### config.mk
export PLATFORM = sky130hd
export DESIGN_NAME = ex_hazard_scheduler
export DESIGN_NICKNAME = d
export VERILOG_FILES = /design/src/rtl/ex_hazard_scheduler.sv
export SDC_FILE = /design/constraint.sdc
export NUM_CORES = 1
export LEC_CHECK = 0
export ABC_AREA = 1
export BUFFER_PORTS_ARGS = -buffer_cell sky130_fd_sc_hd__buf_2
export CAP_MARGIN = 10
export CORE_ASPECT_RATIO = 1.4
export CORE_MARGIN = 10
export CORE_UTILIZATION = 43
export CTS_BUF_LIST = sky130_fd_sc_hd__clkbuf_2
export CTS_CLUSTER_DIAMETER = 60
export DETAILED_ROUTE_END_ITERATION = 16
export PLACE_DENSITY_LB_ADDON = 0.1
export SLEW_MARGIN = 10
export SYNTH_ARGS = -nofsm -noshare
export SYNTH_HDL_FRONTEND = slang
export SYNTH_SLANG_ARGS = --single-unit
### constraint.sdc
create_clock -name clk -period 1.1 [get_ports clk]
set_input_delay 0.22 -clock clk [delete_from_list [all_inputs] [get_ports clk]]
set_output_delay 0.22 -clock clk [all_outputs]
set_load 0.05 [all_outputs]
### src/rtl/ex_hazard_scheduler.sv
// Execute-stage hazard controller: operand forwarding, load-use bubble, branch flush, mul/div sequencing.
// Latency: all strobes combinational from state + inputs; sequencer state updates on the next clk edge.
// Backpressure: a multi-cycle op holds F/D/E for MC_LAT cycles; load-use holds F/D and bubbles E.
module ex_hazard_scheduler #(
    parameter int MC_LAT = 4,
    parameter int CNT_W  = 3
) (
    input  logic       clk,
    input  logic       rst,
    input  logic [4:0] Rs1_D,
    input  logic [4:0] Rs2_D,
    input  logic [4:0] Rs1_E,
    input  logic [4:0] Rs2_E,
    input  logic [4:0] RD_E,
    input  logic       MemReadE,
    input  logic [4:0] RD_M,
    input  logic       RegWriteM,
    input  logic [4:0] RD_W,
    input  logic       RegWriteW,
    input  logic       PCSrcE,
    input  logic       MultiCycleE,
    output logic [1:0] ForwardA_E,
    output logic [1:0] ForwardB_E,
    output logic       StallF,
    output logic       StallD,
    output logic       StallE,
    output logic       FlushD,
    output logic       FlushE,
    output logic       MCStart,
    output logic       MCBusy
);

    typedef enum logic [1:0] {
        IDLE = 2'd0,
        BUSY = 2'd1,
        DONE = 2'd2
    } state_t;

    localparam logic [CNT_W-1:0] CNT_INIT = CNT_W'(MC_LAT - 1);
    localparam logic [CNT_W-1:0] CNT_ONE  = CNT_W'(1);
    localparam bit               SINGLE   = (MC_LAT == 1);

    state_t           state_q, state_d;
    logic [CNT_W-1:0] cnt_q, cnt_d;
    logic             mc_start, mc_stall, load_use;

    function automatic logic [1:0] fwd_sel(
        input logic [4:0] rs,
        input logic [4:0] rd_m,
        input logic       wr_m,
        input logic [4:0] rd_w,
        input logic       wr_w
    );
        // Memory stage holds the younger value, so it wins over writeback; x0 is never forwarded.
        if (wr_m && (rd_m != 5'd0) && (rd_m == rs))
            return 2'b10;
        else if (wr_w && (rd_w != 5'd0) && (rd_w == rs))
            return 2'b01;
        else
            return 2'b00;
    endfunction

    assign mc_start = (state_q == IDLE) && MultiCycleE;
    assign mc_stall = mc_start || (state_q == BUSY);
    assign load_use = MemReadE && (RD_E != 5'd0) && ((RD_E == Rs1_D) || (RD_E == Rs2_D));

    always_comb begin
        state_d = state_q;
        cnt_d   = cnt_q;
        case (state_q)
            IDLE: begin
                if (MultiCycleE) begin
                    if (SINGLE) begin
                        state_d = DONE;
                    end else begin
                        state_d = BUSY;
                        cnt_d   = CNT_INIT;
                    end
                end
            end
            BUSY: begin
                cnt_d = cnt_q - CNT_ONE;
                if (cnt_q == CNT_ONE)
                    state_d = DONE;
            end
            // Result is ready; the same instruction is still in E, so no restart here.
            DONE:    state_d = IDLE;
            default: state_d = IDLE;
        endcase
    end

    always_ff @(posedge clk) begin
        if (!rst) begin
            state_q <= IDLE;
            cnt_q   <= '0;
        end else begin
            state_q <= state_d;
            cnt_q   <= cnt_d;
        end
    end

    always_comb begin
        ForwardA_E = 2'b00;
        ForwardB_E = 2'b00;
        StallF     = 1'b0;
        StallD     = 1'b0;
        StallE     = 1'b0;
        FlushD     = 1'b0;
        FlushE     = 1'b0;
        MCStart    = 1'b0;
        MCBusy     = 1'b0;
        if (rst) begin
            ForwardA_E = fwd_sel(Rs1_E, RD_M, RegWriteM, RD_W, RegWriteW);
            ForwardB_E = fwd_sel(Rs2_E, RD_M, RegWriteM, RD_W, RegWriteW);
            MCStart    = mc_start;
            MCBusy     = (state_q == BUSY);
            // A taken branch coinciding with an MC stall is deferred to the DONE cycle.
            if (mc_stall) begin
                StallF = 1'b1;
                StallD = 1'b1;
                StallE = 1'b1;
            end else if (PCSrcE) begin
                FlushD = 1'b1;
                FlushE = 1'b1;
            end else if (load_use) begin
                StallF = 1'b1;
                StallD = 1'b1;
                FlushE = 1'b1;
            end
        end
    end

endmodule

==> results_dict.tcl, run 1 <==
set metrics [dict create \
    place_hpwl_um 2446 \
    die_h_um 70.70 \
    endpoint_type "primary output" \
    clk_root_buffer_cell "clkbuf_2" \
    grt_max_degree 10 \
    lastStage "5_1_grt" \
    syn-num-nets 185 \
    cts_buffers 3 \
    clockBufferDepth 2 \
    num_io_pins 53 \
    die_x_um 56.22 \
    gp_congestion 0.7775 \
    cts.sinks 5 \
    synth.avg_cell_area_sq_um 5.599 \
    synth-edff-count 0 \
    start_util_pct 44.94 \
    htree_levels 1 \
    ys_ff_latch 5 \
    synth_ff_type "dfxtp_1" \
    ys_warn_count 0 \
    port_buffers 52 \
    ys_seq_area_share_pct 12.68 \
    status "stopped before the end" \
    synth_area_sq_um 789.5 \
    post_cts_buffers 0 \
    syn_inst 141 \
    yosysUniqueCellTypes 25 \
    error "[ERROR DPL-0038] Utilization greater than 100%, impossible to legalize" \
    synthArstFlopShare_pct 0 \
    grt-worst-endpoint "StallF" \
    rows 18 \
]
per-stage QoR:
stage          instance area, sq um  utilization (%)  std cells  setup slack, ns
4_1_cts                        1613            91.81        230          -0.2907
3_5_place_dp                   1318            75.00        226          -0.4164
3_3_place_gp                   1318            75.00        226          -0.4033
2_1_floorplan                 938.4                -        141          -0.3620
cell usage after synthesis (2+ instances only):
cell	count	area, sq um
a21oi_1	7	35.03
a21oi_2	2	17.52
dfxtp_1	5	100.1
ha_1	2	25.02
inv_1	24	90.09
inv_2	4	15.01
nand2_1	36	135.1
nand3_1	4	20.02
nand4_1	3	18.77
nor2_1	16	60.06
nor3_1	4	20.02
o21ai_0	6	30.03
o22ai_1	2	12.51
xnor2_1	11	96.34
xor2_1	5	43.79
repair_timing:
action,in CTS
endpoints found under the setup margin,12
resized for setup,74
hold buffers,0
cloned,0
pin swaps,20
kinds of logic after synthesis:
| kind of cell | synth area share, % |
|---|---|
| xor gates and xnor gates | 17.75 |
| and+or+nand+nor | 36.77 |
| buffers and inverters | 14.90 |
| AOI/OAI and AO/OA | 14.74 |
| DFF | 12.68 |
| adders and majority gates | 3.169 |
==> run 2: changes to the inputs <==
--- a/config.mk
+++ b/config.mk
@@ -8,13 +8,10 @@
 export ABC_AREA = 1
 export BUFFER_PORTS_ARGS = -buffer_cell sky130_fd_sc_hd__buf_2
 export CAP_MARGIN = 10
-export CORE_ASPECT_RATIO = 1.4
-export CORE_MARGIN = 10
-export CORE_UTILIZATION = 43
-export CTS_BUF_LIST = sky130_fd_sc_hd__clkbuf_2
-export CTS_CLUSTER_DIAMETER = 60
+export CORE_AREA = 10 10 71 73
 export DETAILED_ROUTE_END_ITERATION = 16
-export PLACE_DENSITY_LB_ADDON = 0.1
+export DIE_AREA = 0 0 81 83
+export PLACE_DENSITY_LB_ADDON = 0.15
 export SLEW_MARGIN = 10
 export SYNTH_ARGS = -nofsm -noshare
 export SYNTH_HDL_FRONTEND = slang
==> run 2 against run 1 <==
  * The flow now finishes, with violations (setup timing)
  * Synthesized cell count did not move
  * Area after synthesis did not move
==> results_dict.tcl, run 2 <==
set metrics [dict create \
    critical-path-top-delay-family "simple AND/OR/NAND/NOR gates" \
    final_nets 255 \
    cpMaxStageDelayCell "nor3_2" \
    wl_per_cell_um 12.62 \
    fin_ws_ns -0.3117 \
    area_growth_pct 130.1 \
    grt_overflow 0 \
    synth-edff-count 0 \
    yosysUniqueCellTypes 25 \
    synth_top_family_by_area "simple AND/OR/NAND/NOR gates" \
    clock_skew_ns 0.00009401 \
    antenna_cells 0 \
    gr-usage-met1_pct 10.07 \
    synth_most_common_cell "nand2_1" \
    arrival_ns 1.19 \
    violations "setup timing" \
    regMostFlops "cnt_q" \
    die_h_um 83 \
    rows 22 \
    layout_common_cells "nand2_1 (26), buf_6 (22), buf_2 (16), buf_4 (16), inv_1 (14)" \
    p_total_mw 1.356 \
    mostFrequentLayoutCell "nand2_1" \
    hold_buffers 0 \
    synth_area_sq_um 789.5 \
    core_sq_mm 0.003633 \
    synthMuxAreaShare_pct 0 \
    grt_use_met2_pct 16.28 \
    port_buffers 52 \
    cts_tree "yes" \
    critPathBufInv 2 \
    peakVddDrop_mv 0.2612 \
    max_freq_mhz 708.3 \
    largest_reg_flops 3 \
    critPathKind "input pin to primary output" \
    worstHoldPathType "input pin to flop" \
    synth-adder-area-share_pct 3.170 \
    place_hpwl_um 2634 \
    synth_area_leaders "nand2_1 (17%), dfxtp_1 (13%), xnor2_1 (12%)" \
    track_usage_pct 9.269 \
    grt_use_met3_pct 2.371 \
    leakage_nw 0.8938 \
    grt_pass1_wl_um 5264 \
    drc 0 \
    ys_ff_latch 5 \
    antenna_found_initial 0 \
    layout_worst_path_cycle_share_pct 128.3 \
    worstPathCellList "buf_8 > xnor2_2 > nand2_1 > nor3_2 > nand2_2 > nor2_4 > buf_12" \
    synth_top_area_share_pct 17.12 \
    hold_viol 0 \
    cts.sinks 5 \
    ys_warn_count 0 \
    synth_common_cells "nand2_1 (36), inv_1 (24), nor2_1 (16)" \
    synth_ff_type "dfxtp_1" \
    grt_pass1_vias 1237 \
    syn_inst 141 \
    postPlaceCellArea_sq_mm 0.001353 \
    layout-drive-gt1-share_pct 61.90 \
    status "complete, but fails checks" \
    postRouteAntennaNets 0 \
    synth_compound_area_share_pct 14.74 \
    post-route-min-period_ns 1.412 \
    htree_levels 1 \
    synthArstFlopShare_pct 0 \
    crit_fanout 3 \
    setup_violations 11 \
    die-area_sq_mm 0.006723 \
    synth_top_cell_by_area "nand2_1" \
    maxSlewViolCount 0 \
    worstSetupEndpointType "primary output" \
    start_util_pct 21.73 \
    reg.largest.list "cnt_q: 3 flops, state_q: 2 flops" \
    clkLatencyLatePin_ns 0.22 \
    clk_root_buffer_cell "clkbuf_8" \
    path_clk_slew_ns 0.04 \
    viasPerCell 4.419 \
    required_ns 0.88 \
    grt_max_degree 10 \
    vias 1140 \
    die_x_um 81 \
    drtIter0Drc 37 \
    powerDensity_mw_per_mm2 746.5 \
    cts_buffers 3 \
    synth_xor_area_share_pct 17.75 \
    num_io_pins 53 \
    startpoint_type "input pin" \
    busiest_layer "met2" \
    totalWireLength_um 3257 \
    dr.pass1.iters 4 \
    slowest_delay_ns 0.25 \
    ys_seq_area_share_pct 12.68 \
    fin_area_sq_mm 0.001817 \
    clockBufferDepth 2 \
    syn-num-nets 185 \
    drv_cap 0 \
    rsz0062_at_grt "true" \
    synth.avg_cell_area_sq_um 5.599 \
    gp_congestion 0.8118 \
    synth_simple_gate_area_share_pct 36.77 \
    tightest_slew_ns 0.2468 \
    slew_headroom_pct 83.45 \
]
-- run 2: cell counts after synthesis --
Identical to the previous run, type by type.
-- run 2: final cells by class --
type | count | area (sq um)
multi-input cells | 106 | 827.0
well taps | 48 | 60.06
repair buffers | 67 | 648.1
inverters | 28 | 132.6
fillers | 377 | 1817
flip-flops and latches | 5 | 103.9
clock buffers | 4 | 45.04
-- run 2: timing repair --
action                                  in CTS  in global routing
buffers inserted                             2                  0
gates resized for setup                     74                 42
gates cloned                                 0                  0
pin swaps                                   32                 22
endpoints found under the setup margin      13                 15
-- run 2: through the flow --
step	hold WS, ns	std cells	setup WS, ns	util (%)	setup TNS, ns
2_1_floorplan	0.3584	141	-0.3620	-	-1.639
3_3_place_gp	0.4624	252	-0.4259	37.22	-3.157
3_5_place_dp	0.4676	252	-0.4232	37.22	-3.279
4_1_cts	0.4275	258	-0.2668	46.01	-2.642
5_1_grt	0.4529	258	-0.3705	50.00	-3.433
6_report	0.4344	258	-0.3117	50.00	-2.806
-- run 2: kinds of logic (layout without fill, tap and decap cells) --
kind of cell / Yosys count / count (layout)
simple gates: 68 / 68
xor+xnor: 16 / 16
flops: 5 / 5
fa+ha+maj: 2 / 2
buf+inv: 30 / 99
compound gates: 20 / 20
-- run 2: path summary, 6_finish.rpt --
check                                 start            end  slack (ns)  depth (start not counted)
worst max-delay path                RD_M[2]  ForwardA_E[1]       -0.31                          7
worst min register to register     cnt_q[2]     state_q[1]        0.47                          1
worst max register to register   state_q[1]       cnt_q[2]        0.02                          7
worst min-delay path            MultiCycleE     state_q[0]        0.43                          4
-- run 2: per-layer routing --
| layer | vias up | part of all wire (%) | wire length (um) |
|---|---|---|---|
| met2 | 38 | 51 | 1668 |
| li1 | 580 | - | - |
| met3 | 4 | 7.4 | 241 |
| met1 | 518 | 40 | 1298 |
| met4 | 0 | 1.5 | 48 |
| met5 | - | 0 | 0 |
-- run 2: power by group --
group	leakage (nW)	total (mW)	internal, mW	switching (mW)
logic	0.829	0.787	0.390	0.397
clock network	0.0228	0.348	0.249	0.0987
registers	0.0422	0.221	0.205	0.0167
-- run 2: worst register-to-register path, stage by stage (launching register included) --
cell and delay (ns):
dfxtp_2 0.32, inv_4 0.08, nand2_4 0.07, buf_6 0.12, buf_6 0.12, nor2_4 0.10, o211ai_1 0.10, a21oi_1 0.11
(Power assumes the default switching activity.)
